## config.mk

```make
export PLATFORM = sky130hd
export DESIGN_NAME = eoc_monitor
export DESIGN_NICKNAME = d
export VERILOG_FILES = /design/src/rtl/eoc_monitor_pkg.sv /design/src/rtl/eoc_sync.sv /design/src/rtl/eoc_monitor.sv
export SDC_FILE = /design/constraint.sdc
export NUM_CORES = 1
export LEC_CHECK = 0
export BUFFER_PORTS_ARGS = -buffer_cell sky130_fd_sc_hd__buf_2
export CAP_MARGIN = 0
export CORE_MARGIN = 3
export CORE_UTILIZATION = 57
export CTS_BUF_LIST = sky130_fd_sc_hd__clkbuf_8
export DETAILED_ROUTE_END_ITERATION = 10
export GPL_TIMING_DRIVEN = 0
export PLACE_DENSITY = 0.83
export SLEW_MARGIN = 20
export SYNTH_ARGS = -nofsm -noshare
export SYNTH_HDL_FRONTEND = slang
export SYNTH_SLANG_ARGS = --single-unit
```

## constraint.sdc

```tcl
create_clock -name clk -period 4.98 [get_ports clk]
set_input_delay 0.996 -clock clk [delete_from_list [all_inputs] [get_ports clk]]
set_output_delay 0.996 -clock clk [all_outputs]
set_load 0.01 [all_outputs]
```

## src/rtl/eoc_monitor_pkg.sv

```systemverilog
// Shared types and exit-code constants for the end-of-computation monitor.
package eoc_monitor_pkg;

  typedef enum logic [1:0] {
    IDLE,
    RUN,
    DONE,
    TIMEOUT
  } eoc_state_e;

  // Exit codes as plain ints; sign-extended to the status width where used.
  localparam int EXIT_SUCCESS = 0;
  localparam int EXIT_FAIL    = 1;
  localparam int EXIT_ERROR   = -1;

endpackage

```

## src/rtl/eoc_sync.sv

```systemverilog
// Multi-flop synchronizer for one asynchronous done level.
module eoc_sync #(
  parameter int unsigned STAGES = 2
) (
  input  logic clk,
  input  logic rst,
  input  logic d,
  output logic q
);

  logic [STAGES-1:0] chain;

  // Shift the asynchronous level through the flop chain.
  always_ff @(posedge clk) begin
    if (rst) chain <= '0;
    else     chain <= {chain[STAGES-2:0], d};
  end

  assign q = chain[STAGES-1];

endmodule

```

## src/rtl/eoc_monitor.sv

```systemverilog
// Multi-channel end-of-computation monitor with per-channel exit status and
// a prescaled watchdog.
module eoc_monitor
  import eoc_monitor_pkg::*;
#(
  parameter int unsigned NUM_CH      = 1,
  parameter int unsigned STATUS_W    = 32,
  parameter int unsigned TIMEOUT_W   = 32,
  parameter int unsigned PRESCALE    = 25,
  parameter int unsigned SYNC_STAGES = 2,
  localparam int unsigned CH_W       = (NUM_CH > 1) ? $clog2(NUM_CH) : 1
) (
  input  logic                 clk,
  input  logic                 rst,
  input  logic                 start_i,
  input  logic [TIMEOUT_W-1:0] timeout_ticks_i,
  input  logic [NUM_CH-1:0]    done_i,
  input  logic                 status_we_i,
  input  logic [CH_W-1:0]      status_ch_i,
  input  logic [STATUS_W-1:0]  status_data_i,
  output logic                 busy_o,
  output logic                 finished_o,
  output logic                 timed_out_o,
  output logic                 pass_o,
  output logic [NUM_CH-1:0]    done_mask_o,
  output logic [NUM_CH-1:0]    fail_mask_o,
  output logic [TIMEOUT_W-1:0] elapsed_o
);

  localparam int unsigned PS_W = (PRESCALE > 1) ? $clog2(PRESCALE) : 1;

  eoc_state_e           state_q, state_d;
  logic [NUM_CH-1:0]    sync_done;
  logic [NUM_CH-1:0]    done_mask_q, done_mask_d;
  logic [STATUS_W-1:0]  status_q [NUM_CH];
  logic [TIMEOUT_W-1:0] elapsed_q, elapsed_d;
  logic [TIMEOUT_W-1:0] limit_q;
  logic [PS_W-1:0]      presc_q;
  logic                 tick;
  logic                 arm;

  for (genvar g = 0; g < NUM_CH; g++) begin : g_sync
    eoc_sync #(.STAGES(SYNC_STAGES)) u_sync (
      .clk (clk),
      .rst (rst),
      .d   (done_i[g]),
      .q   (sync_done[g])
    );
  end

  assign arm = start_i && (state_q != RUN);

  // Next-state, next done mask and next tick count.
  always_comb begin
    tick        = (presc_q == PS_W'(PRESCALE - 1));
    done_mask_d = done_mask_q | sync_done;
    elapsed_d   = elapsed_q;
    state_d     = state_q;
    if (tick && (elapsed_q != '1)) elapsed_d = elapsed_q + 1'b1;
    case (state_q)
      RUN: begin
        // All-done wins over a coincident watchdog expiry.
        if (&done_mask_d)
          state_d = DONE;
        else if ((limit_q != '0) && (elapsed_d == limit_q))
          state_d = TIMEOUT;
      end
      default: if (start_i) state_d = RUN;
    endcase
  end

  // State, done mask, watchdog counters and latched limit.
  always_ff @(posedge clk) begin
    if (rst) begin
      state_q     <= IDLE;
      done_mask_q <= '0;
      elapsed_q   <= '0;
      presc_q     <= '0;
      limit_q     <= '0;
    end else begin
      state_q <= state_d;
      if (arm) begin
        done_mask_q <= '0;
        elapsed_q   <= '0;
        presc_q     <= '0;
        limit_q     <= timeout_ticks_i;
      end else if (state_q == RUN) begin
        done_mask_q <= done_mask_d;
        elapsed_q   <= elapsed_d;
        presc_q     <= tick ? '0 : presc_q + 1'b1;
      end
    end
  end

  // Per-channel exit status; out-of-range channel numbers match no entry.
  always_ff @(posedge clk) begin
    for (int unsigned i = 0; i < NUM_CH; i++) begin
      if (rst || arm)
        status_q[i] <= STATUS_W'(EXIT_ERROR);
      else if ((state_q == RUN) && status_we_i && (status_ch_i == CH_W'(i)))
        status_q[i] <= status_data_i;
    end
  end

  // Failure flags straight from the status registers.
  always_comb begin
    fail_mask_o = '0;
    for (int unsigned i = 0; i < NUM_CH; i++)
      fail_mask_o[i] = (status_q[i] != STATUS_W'(EXIT_SUCCESS));
  end

  assign busy_o      = (state_q == RUN);
  assign finished_o  = (state_q == DONE) || (state_q == TIMEOUT);
  assign timed_out_o = (state_q == TIMEOUT);
  assign pass_o      = (state_q == DONE) && (fail_mask_o == '0);
  assign done_mask_o = done_mask_q;
  assign elapsed_o   = elapsed_q;

endmodule

```

==> run metrics <==
Period minus WS final=3.268 ns; Cell Pwr Density=252.1 mW/mm²; Max Fanout on Critical Path=10; I/O Buffers=107; Final Hold Vio Count=0; worst-margin pin slew=0.6992 ns; # Post-CTS Setup Buffers=0; Synth Area in Compound Gates=0.07978; Worst Hold Class=flop to flop; main combinational cell family by area after synthesis=simple AND/OR/NAND/NOR gates; Avg Vias per Cell=5.535; fraction of layout cells with a size suffix above 1=0.2433; Storage cell area=0.002442 mm²; crit-path cells=ha_1 > nand4_4 > nor4_2 > a21oi_1 > clkbuf_1 > buf_4 > o21ai_0 > a22oi_1 > nor4_1 > nand4_1 > o41ai_2; Max-cap violations=0; Chip Height=104.1 µm; CP bufs+invs=2; Post-Synthesis Cell Area=0.005489 mm²; DIE AREA=0.01084 mm²; Post-Synth Adder-Cell Area=0.006838; Yosys reg bits=106; Finish-stage setup viols=0; Total GRT Usage=0.2694; DRT Pass-1 Iters=5; diodes inserted=0; reg2reg start=elapsed_o[0]$_SDFFE_PP0P_; Final Non-Filler Cells=877; GR Overflow Total=0; sequential element share of the synthesized area=0.4450; multi-input combinational cell area=0.002838 mm²; CP max stage delay=0.54 ns; synth top area cells=dfxtp_1 (27%), edfxtp_1 (18%), xnor2_1 (7.5%); CP Class=flop to flop; RSZ-0062 raised after global routing=false; top-level I/O count=108; DR vias=4854; Unique masters post-synth=60; Final #Nets=816; CP top delay family=simple AND/OR/NAND/NOR gates; filler instances=790; mean post-synth cell area=8.796 µm²; Inst Count DP=861; crit end category=flop; starting density of the core=0.5912; Final Cycle Share=0.6563; area fraction of the dominant cell type after synthesis=0.2699; most common cell in the netlist=nand2_1; Gate Count Post-Synth=624; Total Power=1617 µW; clock skew=0.01376 ns; ys flop type=dfxtp_1; clock root cell=clkbuf_8; XOR/XNOR Fraction of Synth Area=0.1276; cts hold-fix bufs=0; Syn Nets=697; Max Slew Vio Count=0; setup_tns=0 ns; post-CTS resize count=0; number of H-tree levels=3; stages on the worst setup path=11; Ys Warns=0; Max Clk Rate=306.0 MHz; gpl congestion=1.011; CP Data Required Time=5.25 ns; Arrival @ worst endpoint=3.53 ns; worst skew pair latency=0.38 ns; dpl cell area=0.006225 mm²; final wirelength=14260 µm; simple-gate share of the synthesized area=0.2986; core area=0.009284 mm²; first-pass GRT wire length=23540 µm; Clock Pin Slew Worst Setup and Hold Paths=0.12 ns; CTS tree=done; Critical Path Source=elapsed_o[0]$_SDFFE_PP0P_; post-synthesis mux area share=0.002052; HPWL after detailed placement=11150 µm; drt wl/cell=16.26 µm; DRC violations left=0; initial antenna violation count=0; element type at the critical path start=flop; vias in the first global route=4722; Site Rows=35; outcome=finished, final reports clean; post-route ant nets=0; Area Overhead vs Synth=16.89%; leakage power=0.002349 µW; Die X=104.1 µm; leading cell types by count after synthesis=nand2_1 (97), dfxtp_1 (74), nor2_1 (58), xnor2_1 (47), a21oi_1 (46); Worst Hold Depth=1; clk sinks=106; largest net degree at the start of global routing=28; Yosys top cell by area=dfxtp_1; EDFF count, synth=32; Peak VDD IR=0.1650 mV; fraction of registers with async set/reset=0; hold wc startpoint=g_sync[0].u_sync.chain[0]$_SDFF_PP0_; Finished Cell Area=0.006416 mm²; Worst R2R Path Depth=11; Initial DRC Count=269; CTS Buffer Depth=2; Rel. slew slack=0.5339; Worst path slowest cell=dfxtp_1; CTS Buf Count=9
[metal layers]
layer / wire (µm) / vias up / GRT usage
li1: - / 2391 / -
met1: 6245 / 2242 / 0.3524
met2: 6603 / 191 / 0.4475
met3: 1025 / 30 / 0.04904
met4: 381 / 0 / 0.09877
met5: 0 / - / 0
[area by class of cell]
cell class,instances,share of cell area
multi-input cells,473,0.4423
clock inverters,7,0.01053
flip-flops and latches,106,0.3807
inverters,8,0.004680
plain buffers,37,0.02964
well taps,129,0.02516
clock buffers,9,0.01931
repair buffers,108,0.08775
[logic make-up after synthesis]
logic type                 after synthesis
muxes                                    1
and+or+nand+nor                        313
buffers and inverters                   45
adders and majority gates                3
AOI/OAI and AO/OA                       76
xor gates and xnor gates                80
DFF                                    106
[registers in the layout (all words and copies together), names as in the netlist]
signal	cells
done_mask_o	1
status_q	32
limit_q	32
elapsed_o	32
g_sync.u_sync.chain	2
state_q	2
presc_q	5
[through the flow]
step           worst slack [ns]  hold WS, ns    util
3_5_place_dp              1.797       0.4559  0.6705
3_3_place_gp             0.2808       0.4298  0.6663
2_1_floorplan             1.096       0.4138       -
6_report                  1.712       0.4730  0.6911
4_1_cts                   1.743       0.4749  0.6911
5_1_grt                   1.310       0.4934  0.6911
[final timing paths]
kind	slack, ns	to
setup / recovery	1.71	state_q[1]$_SDFFE_PP0P_
hold / removal	0.47	g_sync[0].u_sync.chain[1]$_SDFF_PP0_
setup reg to reg	1.71	state_q[1]$_SDFFE_PP0P_
hold reg to reg	0.47	g_sync[0].u_sync.chain[1]$_SDFF_PP0_
[report_power, final]
group,switching [µW],total (µW),internal [µW]
Sequential,22.5,933,910
Clock,324,520,196
Combinational,92.4,164,71.5
[cells in the final DEF, fill, tap and decap left out, types with 3 or more instances in the layout]
cell      count
a21oi_1      46
or2_2        33
buf_2       107
nand4_1      23
edfxtp_1     32
nand2_1      97
inv_8         3
or3_1         6
nor2b_1       3
dfxtp_1      74
nor3_1       14
ha_1          3
nor3b_1       3
and4_1        3
buf_4         4
and2_1        4
inv_1         7
xnor2_1      47
nor2_1       58
nand2b_1      3
a31oi_1       6
clkbuf_8     11
o21ai_0       9
nand3_1      17
clkbuf_1     28
nor4_1       23
xor2_1       33
and3_1        4
Power figures use the tool's default switching activity.
